===== src/rtl/board_gen.sv =====
// Flood-It initial-board generator.
// Seeds a 16-bit Fibonacci LFSR on request and streams SIZE*SIZE cell colours in raster order
// as one-cycle write strobes, then holds READY until the request is withdrawn.
// Optional feature macro: NONTRIVIAL_START_EN -- keeps the right and lower neighbours of cell 0
// from sharing its colour, so the first move is never free.
module board_gen #(
    parameter int unsigned MAX_SIZE   = 14,
    parameter int unsigned MAX_COLORS = 8,
    parameter int unsigned ADDR_W     = 8
) (
    input  logic              CLOCK,
    input  logic              RESET,
    input  logic              NEW_BOARD,
    input  logic [15:0]       SEED,
    input  logic [4:0]        SIZE,
    input  logic [3:0]        COLOR_NUM,
    output logic              WR_EN,
    output logic [ADDR_W-1:0] WR_ADDR,
    output logic [2:0]        WR_DATA,
    output logic              BUSY,
    output logic              READY
);

    typedef enum logic [1:0] {StIdle, StSeed, StGen, StDone} state_e;

    localparam logic [15:0] LfsrDefault = 16'hACE1;
    localparam logic [4:0]  MaxSize     = 5'(MAX_SIZE);
    localparam logic [3:0]  MaxColors   = 4'(MAX_COLORS);

    state_e              state_q, state_d;
    logic [15:0]         lfsr_q, lfsr_d;
    logic [15:0]         seed_q, seed_d;
    logic [4:0]          size_q, size_d;
    logic [3:0]          colors_q, colors_d;
    logic [ADDR_W-1:0]   index_q, index_d;
    logic [4:0]          row_q, row_d;
    logic [4:0]          col_q, col_d;
    logic [2:0]          rej_q, rej_d;
    logic                wr_en_q, wr_en_d;
    logic [ADDR_W-1:0]   wr_addr_q, wr_addr_d;
    logic [2:0]          wr_data_q, wr_data_d;
    logic                busy_q, busy_d;
    logic                ready_q, ready_d;
`ifdef NONTRIVIAL_START_EN
    logic [2:0]          cell0_q, cell0_d;
    logic                neighbour;
    logic [3:0]          cell0_inc;
`endif

    logic [4:0]  size_clamp;
    logic [3:0]  colors_clamp;
    logic [15:0] lfsr_next;
    logic [2:0]  cand;
    logic        accept;
    logic        bound;
    logic [2:0]  bound_val;

    assign lfsr_next = {lfsr_q[14:0], lfsr_q[15] ^ lfsr_q[13] ^ lfsr_q[12] ^ lfsr_q[10]};
    assign cand      = lfsr_next[2:0];

    // Clamp the request configuration into the supported range.
    always_comb begin
        size_clamp   = SIZE;
        colors_clamp = COLOR_NUM;
        if (SIZE < 5'd2) begin
            size_clamp = 5'd2;
        end else if (SIZE > MaxSize) begin
            size_clamp = MaxSize;
        end
        if (COLOR_NUM < 4'd2) begin
            colors_clamp = 4'd2;
        end else if (COLOR_NUM > MaxColors) begin
            colors_clamp = MaxColors;
        end
    end

    // Next-state and registered-output logic for the request/generate handshake.
    always_comb begin
        state_d   = state_q;
        lfsr_d    = lfsr_q;
        seed_d    = seed_q;
        size_d    = size_q;
        colors_d  = colors_q;
        index_d   = index_q;
        row_d     = row_q;
        col_d     = col_q;
        rej_d     = rej_q;
        wr_en_d   = 1'b0;
        wr_addr_d = wr_addr_q;
        wr_data_d = wr_data_q;
        busy_d    = busy_q;
        ready_d   = ready_q;
        accept    = 1'b0;
        bound     = 1'b0;
        bound_val = 3'd0;
`ifdef NONTRIVIAL_START_EN
        cell0_d   = cell0_q;
        neighbour = ((row_q == 5'd0) && (col_q == 5'd1)) || ((row_q == 5'd1) && (col_q == 5'd0));
        cell0_inc = {1'b0, cell0_q} + 4'd1;
`endif

        case (state_q)
            StIdle: begin
                if (NEW_BOARD) begin
                    // Configuration is frozen here; later input changes do not affect this board.
                    seed_d   = SEED;
                    size_d   = size_clamp;
                    colors_d = colors_clamp;
                    state_d  = StSeed;
                end
            end

            StSeed: begin
                if (!NEW_BOARD) begin
                    state_d = StIdle;
                end else begin
                    lfsr_d  = (seed_q == 16'd0) ? LfsrDefault : seed_q;
                    index_d = '0;
                    row_d   = 5'd0;
                    col_d   = 5'd0;
                    rej_d   = 3'd0;
                    busy_d  = 1'b1;
                    state_d = StGen;
                end
            end

            StGen: begin
                if (!NEW_BOARD) begin
                    busy_d  = 1'b0;
                    state_d = StIdle;
                end else if (row_q == size_q) begin
                    // Row counter has wrapped past the last row: every cell has been written.
                    busy_d  = 1'b0;
                    ready_d = 1'b1;
                    state_d = StDone;
                end else begin
                    lfsr_d = lfsr_next;
                    accept = ({1'b0, cand} < colors_q);
`ifdef NONTRIVIAL_START_EN
                    if (neighbour && (cand == cell0_q)) begin
                        accept = 1'b0;
                    end
                    if (neighbour && (cell0_inc < colors_q)) begin
                        bound_val = cell0_inc[2:0];
                    end
`endif
                    // Eighth consecutive reject forces a write so generation time stays bounded.
                    bound = !accept && (rej_q == 3'd7);
                    if (accept || bound) begin
                        wr_en_d   = 1'b1;
                        wr_addr_d = index_q;
                        wr_data_d = accept ? cand : bound_val;
`ifdef NONTRIVIAL_START_EN
                        if (index_q == '0) begin
                            cell0_d = wr_data_d;
                        end
`endif
                        index_d = index_q + ADDR_W'(1);
                        rej_d   = 3'd0;
                        if (col_q == size_q - 5'd1) begin
                            col_d = 5'd0;
                            row_d = row_q + 5'd1;
                        end else begin
                            col_d = col_q + 5'd1;
                        end
                    end else begin
                        rej_d = rej_q + 3'd1;
                    end
                end
            end

            StDone: begin
                if (!NEW_BOARD) begin
                    ready_d = 1'b0;
                    state_d = StIdle;
                end
            end

            default: state_d = StIdle;
        endcase
    end

    // State and output registers with synchronous reset.
    always_ff @(posedge CLOCK) begin
        if (RESET) begin
            state_q   <= StIdle;
            lfsr_q    <= LfsrDefault;
            seed_q    <= 16'd0;
            size_q    <= 5'd0;
            colors_q  <= 4'd0;
            index_q   <= '0;
            row_q     <= 5'd0;
            col_q     <= 5'd0;
            rej_q     <= 3'd0;
            wr_en_q   <= 1'b0;
            wr_addr_q <= '0;
            wr_data_q <= 3'd0;
            busy_q    <= 1'b0;
            ready_q   <= 1'b0;
`ifdef NONTRIVIAL_START_EN
            cell0_q   <= 3'd0;
`endif
        end else begin
            state_q   <= state_d;
            lfsr_q    <= lfsr_d;
            seed_q    <= seed_d;
            size_q    <= size_d;
            colors_q  <= colors_d;
            index_q   <= index_d;
            row_q     <= row_d;
            col_q     <= col_d;
            rej_q     <= rej_d;
            wr_en_q   <= wr_en_d;
            wr_addr_q <= wr_addr_d;
            wr_data_q <= wr_data_d;
            busy_q    <= busy_d;
            ready_q   <= ready_d;
`ifdef NONTRIVIAL_START_EN
            cell0_q   <= cell0_d;
`endif
        end
    end

    assign WR_EN   = wr_en_q;
    assign WR_ADDR = wr_addr_q;
    assign WR_DATA = wr_data_q;
    assign BUSY    = busy_q;
    assign READY   = ready_q;

endmodule


===== config.mk =====
export PLATFORM = sky130hd
export DESIGN_NAME = board_gen
export DESIGN_NICKNAME = d
export VERILOG_FILES = /design/src/rtl/board_gen.sv
export SDC_FILE = /design/constraint.sdc
export NUM_CORES = 1
export LEC_CHECK = 0
export ABC_AREA = 1
export CAP_MARGIN = 15
export CORE_MARGIN = 2
export CORE_UTILIZATION = 56
export DETAILED_ROUTE_END_ITERATION = 16
export PLACE_DENSITY = 0.86
export RECOVER_POWER = 25
export SETUP_SLACK_MARGIN = 0.05
export SLEW_MARGIN = 20
export SYNTH_ARGS = -nofsm -noshare
export SYNTH_HDL_FRONTEND = slang
export SYNTH_SLANG_ARGS = --single-unit

===== constraint.sdc =====
create_clock -name CLOCK -period 2.1 [get_ports CLOCK]
set_clock_uncertainty 0.1 [all_clocks]
set_input_delay 0.315 -clock CLOCK [delete_from_list [all_inputs] [get_ports CLOCK]]
set_output_delay 0.315 -clock CLOCK [all_outputs]
set_load 0.02 [all_outputs]

Word level (Yosys, flattened, before mapping). Index checks and enable logic that the tools add are counted.

Register bits after elaboration: 78. Bits of input ports: 28. Output and inout bits: 14. Logic and storage cells: 107.

$add $sub $neg: 5. Order comparisons: 5. Equal/unequal tests: 15. Muxes and demuxes: 46. Bitwise gates (word level): 6. Reduce and logical (&&, ||, !) cells: 16.

Operators by type and width (count): two-way mux 16 bit (4); two-way mux 5 bit (11); two-way mux 8 bit (4); one-hot mux 16 bit (2 select lines) (1); one-hot mux 5 bit (2 select lines) (2); logical NOT 16 bit (1); inequality test 2 bit, second input constant (8); one-hot mux 8 bit (2 select lines) (1); two-way mux 3 bit (5); AND reduction 4 bit (3); adder 5 x 1 -> 5 bit, second input constant (2); equality test 5 bit (2); two-way mux 2 bit (5); adder 8 x 1 -> 8 bit, second input constant (1); two-way mux 4 bit (2); one-hot mux 2 bit (4 select lines) (1); two-way mux 1 bit (7); one-hot mux 3 bit (2 select lines) (1); AND reduction 3 bit (2); AND reduction 6 bit (1); > comparator 5 x 4 -> 1 bit, second input constant (1); < comparator 5 x 2 -> 1 bit, second input constant (1); AND reduction 5 bit (1); subtractor 5 x 1 -> 5 bit, second input constant (1); other kinds (18) (25).

Longest topological paths before layout. Gate-level depths: netlist (run 1).

Depth in word-level cells: 11. Mapped depth: 15.

Worst setup path after synthesis (run 1). OpenSTA, ideal clock, no wires.

Path type: register to register. From: register size_q[0]. To: register col_q[1]. Setup time: 114 ps. Arrival time: 1618 ps. Required time: 1886 ps. Setup slack: 268 ps. Cell stages (with the launch flop): 12. Buffers on the path: 0. Period minus slack after synthesis: 1832 ps. Cells stage by stage: dfxtp_1 > inv_1 > ha_1 > xnor2_1 > nor2_1 > o21ai_0 > nor2_1 > nand3_1 > nand2_1 > nand3_2 > nand2_1 > nor2_1.

Word-level cells in the longest chain between the ends: 7. Elaborated cells on any way between the ends: 10. Classes of those cells: add/sub (1); eq/ne (3); mux (5); reduce/logical (1).

RTL lines: from (decl) (RTL line 33) `logic [4:0] size_q, size_d;`; from (signal assigned) (RTL line 207) `size_q <= size_d;`; subtractor 5 x 1 -> 5 bit (RTL line 160) `if (col_q == size_q - 5'd1) begin`; equality test 5 bit (RTL line 160); two-way mux 5 bit (RTL line 160); two-way mux 5 bit (RTL line 149) `if (accept || bound) begin`; two-way mux 5 bit (RTL line 131) `end else if (row_q == size_q) begin`; two-way mux 5 bit (RTL line 128) `if (!NEW_BOARD) begin`; one-hot mux 5 bit (2 select lines) (RTL line 102) `case (state_q)`; to (signal assigned) (RTL line 211) `col_q <= col_d;`; to (decl) (RTL line 37) `logic [4:0] col_q, col_d;`.

Parallel ways exist; a longest one is shown, timed or not. The select of a mux whose other input is x is not followed. A chain may end at the register's enable or synchronous reset.

Worst setup path after layout (run 1).
From: register size_q[0]. To: register row_q[0].

Word-level cells in the longest chain between the ends: 4. Elaborated cells on any way between the ends: 6. Classes of those cells: add/sub (1); eq/ne (4); reduce/logical (1).

RTL lines: subtractor 5 x 1 -> 5 bit (RTL line 160); equality test 5 bit (RTL line 160); inequality test 2 bit (no source line); AND reduction 6 bit (no source line) *; to (signal assigned) (RTL line 210) `row_q <= row_d;`; to (decl) (RTL line 36) `logic [4:0] row_q, row_d;`.

Mark *: on every way between the ends. The rest lies on a longest branch, timed or not.

==> impl_metrics.yaml, run 1 <==
place:
  dp_slack_ns: 0.05417
  numPortBuffers: 41
  dp_hpwl_um: 5890
  routabilityCongestion: 0.9023
  dp_cells: 623
yosys:
  seq_area_frac_synth: 0.4187
  yosys_warnings: 0
  ys_types: 43
  yosys_most_used_dff: "dfxtp_1"
  synth_fp_nets: 552
  synth-seq-cells: 78
  synth_cells: 516
  synth_area_per_cell_um2: 7.228
  syn-cell-area_mm2: 0.003730
  ys_async_sr_fraction: 0
  synth_edf_count: 0
clock_network:
  cts_root_buf: "clkbuf_8"
  ctsHoldBuffers: 0
  htreeDepth: 3
  cts.sinks: 78
  worstSkewPairLatency_ns: 0.35
  clk_path_buf_depth: 2
  worst_setup_hold_path_clk_slew_ns: 0.08
  cts_tree: "built"
  cts_buffers: 9
global_routing:
  grt_overflow: 0
  grt_pass1_wl_um: 14470
  track_usage: 0.2446
  grt_max_degree: 48
  grt_pass1_vias: 3276
  antenna_found_initial: 0
worst_hold_path:
  hold_path_class: "reg -> reg"
detailed_routing:
  vias: 3488
  wl_met1_um: 3762
  ant_nets: 0
  wire_per_inst_um: 13.29
  first_pass_iters: 5
  first_iter_violations: 184
  routed_wl_um: 8493
  via_per_inst: 5.459
  wl_met2_um: 4179
  wl_met3_um: 393
  drc: 0
  top_layer: "met4"
setup_path:
  cp_max_fo: 7
  crit_path_end: "row_q[0]"
  r2r-end: "row_q[0]"
  critPathLaunch: "size_q[0]"
  timing.rr.start: "size_q[0]"
  cpLargestDelayFamily: "simple AND/OR/NAND/NOR gates"
  critPathLaunchType: "flip-flop"
  critical_path_required_ns: 2.26
  cp_common_cell: "nor2_1"
  endpoint_kind: "flip-flop"
  critical-path-max-stage-delay_ns: 0.37
  slowest_stage: "dfxtp_4"
  cp.arrival_ns: 2.07
  worstSetupPathType: "reg -> reg"
  worst-path-stages: 12
  regToRegSetupSlack_ns: 0.18
  path_cells: "inv_1, ha_1, xnor2_1, nor2_1, o21ai_1, nor2_1, nand3_2, nand2_4, buf_4, nand4_1, nand2_1, nor2_1"
  critical_path_buf_inv_count: 2
  reg2regPathDepth: 12
flow_run:
  maxCapViolCount: 0
layout:
  nFillCells: 495
  final_common_cell: "nor2_1"
  final_nets: 594
  area_growth_pct: 20.60
  multiInputGateArea_mm2: 0.001914
  layout.cells.non_filler: 639
  seq_area_mm2: 0.001568
  drive_gt1_frac: 0.08719
  layout_common_cells: "nor2_1 (89), nand2_1 (88), dfxtp_1 (75), o21ai_0 (45), inv_1 (41)"
  antennaDiodeCount: 0
floorplanning:
  start_util: 0.5841
  core.rowCount: 29
  dieHeight_um: 85.61
  boundaryPins: 42
  die_w_um: 85.61
  dieArea_mm2: 0.007329
  core_region_area_mm2: 0.006386
sta:
  maxSlewHeadroom: 0.7069
  fmax_ghz: 0.5216
  setup_viol_count_final: 0
  rsz0062_at_grt: "true"
  min_period_ns: 1.917
  worst_pin_slew_ns: 0.4397
  timing.final.ws_setup_ns: 0.1827
  hold_violations: 0
  hold_slack_ns: 0.3623
  finalSetupTns_ns: 0
  maxSlewViolCount: 0
  period_share: 0.9130
power_and_ir_drop:
  p_leak_nw: 1.827
  total_power_mw: 3.494
  p_per_area_mw_per_mm2: 776.8
  irDropWorstVdd_mv: 0.5065
status:
  outcome: "finished, final reports clean"
[final cells by class]
| cell class | count | share of cell area |
|---|---|---|
| sequential | 78 | 0.3485 |
| inverter | 44 | 0.03727 |
| multi-input combinational | 370 | 0.4256 |
| timing repair buffer | 55 | 0.1146 |
| clock inverter | 4 | 0.02114 |
| clock buffer | 11 | 0.03143 |
| tap | 77 | 0.02142 |
[power by group]
| group | internal [mW] | total, mW | leakage, nW | switching (mW) |
|---|---|---|---|---|
| sequential | 1.57 | 1.65 | 0.639 | 0.0825 |
| clock | 0.815 | 1.35 | 0.119 | 0.532 |
| combinational | 0.208 | 0.500 | 1.07 | 0.292 |
[cells in the mapped netlist, types with 3 or more instances]
master    count  area, µm²
nor4_1        4      25.02
nor3_1        5      25.02
inv_1        41      153.9
o211ai_1      3      22.52
clkbuf_1     15      56.30
xor2_1        8      70.07
dfxtp_1      78       1562
nor2_1       89      334.1
o21ai_1       4      20.02
nand3_1      26      130.1
buf_2         3      15.01
o21ai_0      46      230.2
buf_6         3      33.78
ha_1          8      100.1
nand4_1      10      62.56
a21oi_1      32      160.2
xnor2_1       7      61.31
nand3_2       3      30.03
a31oi_1      11      68.82
nand2_1      91      341.6
[cells by family after synthesis]
family | after synthesis | synth area share
buffers and inverters | 68 | 0.07816
and+or+nand+nor | 240 | 0.2781
muxes | 1 | 0.002684
AOI/OAI and AO/OA | 106 | 0.1604
adders and majority gates | 8 | 0.02684
DFF | 78 | 0.4187
xor gates and xnor gates | 15 | 0.03522
[worst min path at each step]
| stage | end | cells after the start | slack [ns] | start |
|---|---|---|---|---|
| final | WR_ADDR[7] | 2 | 0.36 | WR_ADDR[7] |
| after floorplan | lfsr_q[5] | 2 | 0.34 | lfsr_q[5] |
| after detailed placement | WR_ADDR[7] | 2 | 0.35 | WR_ADDR[7] |
| after global placement | lfsr_q[5] | 2 | 0.35 | lfsr_q[5] |
| after CTS | WR_ADDR[7] | 2 | 0.36 | WR_ADDR[7] |
| after global routing | WR_ADDR[7] | 2 | 0.39 | WR_ADDR[7] |
[metrics by stage]
stage          instance area (µm²)    util
6_report                      4498  0.7044
5_1_grt                       4498  0.7044
4_1_cts                       4462  0.6987
3_5_place_dp                  4223  0.6612
3_3_place_gp                  4223  0.6612
2_1_floorplan                 3730       -
[repair_timing]
item / CTS / global route
cloned: 0 / 0
pin swaps: 0 / 3
buffers inserted: 0 / 1
endpoints found under the setup margin: 7 / 25
gates resized for setup: 1 / 12
[tightest hold or removal path: cells and delay by family, from the launching register on]
kind            cells  cell delay [ns]
compound gates      1             0.05
flops               1             0.31
simple gates        1             0.06
[flip-flops by register name (all words and copies together) (netlist names)]
name and flops:
WR_EN 1, seed_q 16, lfsr_q 16, colors_q 4, WR_ADDR 8, rej_q 3
state_q 2, READY 1, BUSY 1, col_q 5, index_q 8, size_q 5
row_q 5, WR_DATA 3
[metal layers]
metal | track usage | vias up
met3 | 0.05294 | 16
met2 | 0.4176 | 106
met4 | 0.1039 | 0
met5 | 0 | -
li1 | - | 1787
met1 | 0.2978 | 1579
Note: power is estimated with default switching activity, not from simulation.
==> run 2: changes to the inputs <==
- PLACE_DENSITY: 0.86 -> 0.8
- RECOVER_POWER: 25 -> not set
==> run 2 against run 1 <==
Count of clock-buffer cells in the layout shrank 1. Sequential share of layout area shrank 0.19 points. Combinational power grew 2%. Non-clock buffer count grew 6. Setup slack lost 0.0035 ns. Core utilization grew 0.27 points. Sequential power is essentially flat. Die area is the same. Maximum frequency shrank 0.18%. Sequential cell count is the same. Register-to-register slack is essentially flat. First-iteration DRC count shrank 9.8%. Largest cell class unchanged.
==> impl_metrics.yaml, run 2 (synthesis results as in run 1) <==
clock_network:
  htreeDepth: 3
  worst_setup_hold_path_clk_slew_ns: 0.07
  cts_buffers: 9
  cts.sinks: 78
  cts_root_buf: "clkbuf_8"
  clk_path_buf_depth: 2
  cts_tree: "built"
  ctsHoldBuffers: 0
  worstSkewPairLatency_ns: 0.35
setup_path:
  cp_max_fo: 7
  cp.arrival_ns: 2.05
  slowest_stage: "dfxtp_1"
  worstSetupPathType: "reg -> reg"
  r2r-end: "index_q[7]"
  timing.rr.start: "lfsr_q[12]"
  endpoint_kind: "flip-flop"
  cp_common_cell: "nand2_1"
  path_cells: "inv_1, nand2_1, nand2_1, nand2_1, nand3_1, nand2_1, nand2_1, nand2_1, nand2_1, nand3_4, nand2_4, buf_4, o21ai_0, nor2_1"
  critical-path-max-stage-delay_ns: 0.41
  reg2regPathDepth: 14
  critPathLaunchType: "flip-flop"
  critical_path_required_ns: 2.23
  regToRegSetupSlack_ns: 0.18
detailed_routing:
  vias: 3544
  routed_wl_um: 8557
  via_per_inst: 5.503
  ant_nets: 0
  first_pass_iters: 4
  drc: 0
  wire_per_inst_um: 13.29
  first_iter_violations: 166
power_and_ir_drop:
  total_power_mw: 3.370
  p_int_mw: 2.472
  irDropWorstVdd_mv: 0.4851
  netSwitchingFraction: 0.2665
  clockPowerShare: 0.360
  switchingPower_uw: 897.9
  p_per_area_mw_per_mm2: 746.3
  pwr-share-seq: 0.488
  p_leak_nw: 1.841
  pwr-share-comb: 0.152
status:
  outcome: "finished, final reports clean"
sta:
  rsz0062_at_grt: "false"
  finalSetupTns_ns: 0
  setup_viol_count_final: 0
  worst_pin_slew_ns: 0.3553
  period_share: 0.9147
  fmax_ghz: 0.5206
  maxSlewHeadroom: 0.7613
  hold_violations: 0
  min_period_ns: 1.921
  maxSlewViolCount: 0
floorplanning:
  core_region_area_mm2: 0.006386
  boundaryPins: 42
  core.rowCount: 29
  dieHeight_um: 85.61
  dieArea_mm2: 0.007329
  die_w_um: 85.61
  start_util: 0.5841
place:
  routabilityCongestion: 0.8286
  numPortBuffers: 41
  dp_hpwl_um: 5881
  placed_area_mm2: 0.004245
flow_run:
  maxCapViolCount: 0
worst_hold_path:
  min_from: "WR_DATA[0]"
  hold_depth: 2
  hold_path_class: "reg -> reg"
  min_to: "WR_DATA[0]"
layout:
  layout_common_cells: "nor2_1 (89), nand2_1 (88), dfxtp_1 (75), o21ai_0 (46)"
  reg_top3: "lfsr_q x16, seed_q x16"
  post-route-util: 0.7071
  final_common_cell: "nor2_1"
  final_area_mm2: 0.004516
  area_growth_pct: 21.07
  antennaDiodeCount: 0
  drive_gt1_frac: 0.09877
  final_nets: 600
global_routing:
  antenna_found_initial: 0
  grt_pass1_wl_um: 14540
  grt_max_degree: 48
  grt_overflow: 0
  track_usage: 0.2483
  grt_pass1_vias: 3379
-- run 2: cell types whose count changed in the layout (fill, tap and decap cells not counted), moves of 2 or more --
cell / delta
nand2_2: +2
nand2_4: -2
clkbuf_1: -3
clkbuf_2: -2
buf_4: +9
-- run 2: repair_timing --
action	4_1_cts	5_1_grt
pin swaps	0	2
endpoints found under the setup margin	1	26
setup buffers	0	4
resized for setup	1	8
-- run 2: layout make-up --
class / count / area (µm²)
Clock inverter: 4 / 72.57
Tap cell: 77 / 96.34
Sequential cell: 78 / 1565
Fill cell: 524 / 1871
Timing Repair Buffer: 61 / 576.8
Multi-Input combinational cell: 370 / 1899
Clock buffer: 10 / 137.6
Inverter: 44 / 167.7
-- run 2: through the flow --
| step | std cells | setup slack, ns | hold WS, ns |
|---|---|---|---|
| 3_3_place_gp | 626 | 0.1047 | 0.3487 |
| 4_1_cts | 640 | 0.1148 | 0.3679 |
| 3_5_place_dp | 626 | 0.06734 | 0.3566 |
| 5_1_grt | 644 | 0.01895 | 0.3911 |
| 6_report | 644 | 0.1792 | 0.3655 |
| 2_1_floorplan | 516 | 0.2681 | 0.3372 |
-- run 2: worst max path at each step --
stage                             to        from  slack [ns]  cells after the start
after floorplan             col_q[1]   size_q[0]        0.27                     11
after global placement      col_q[3]   size_q[1]        0.10                     11
after detailed placement    col_q[3]   size_q[1]        0.07                     11
after CTS                   col_q[1]   size_q[1]        0.11                     11
after global routing      index_q[7]  lfsr_q[13]        0.02                     14
final                     index_q[7]  lfsr_q[12]        0.18                     14
-- run 2: power groups by stage --
stage | sequential, mW | combinational (mW) | clock, mW
finish | 1.65 | 0.511 | 1.21
global route | 1.66 | 0.581 | 1.31
CTS | 1.64 | 0.496 | 1.23
detailed placement | 1.68 | 0.491 | 0
global placement | 1.67 | 0.475 | 0
floorplan | 1.66 | 0.343 | 0
-- run 2: metal layers --
metal / wire (µm) / share of wire / track usage
met2: 4220 / 0.49 / 0.4347
met5: 0 / 0 / 0
met1: 3641 / 0.43 / 0.2889
met4: 282 / 0.033 / 0.1328
met3: 412 / 0.048 / 0.04235
-- run 2: critical path, delay by kind of cell, from the launching register on --
kind / cells / cell delay, ns
AND/OR/NAND/NOR: 11 / 0.84
flip-flops: 1 / 0.41
AO/OA/AOI/OAI: 1 / 0.26
buffers and inverters: 2 / 0.21
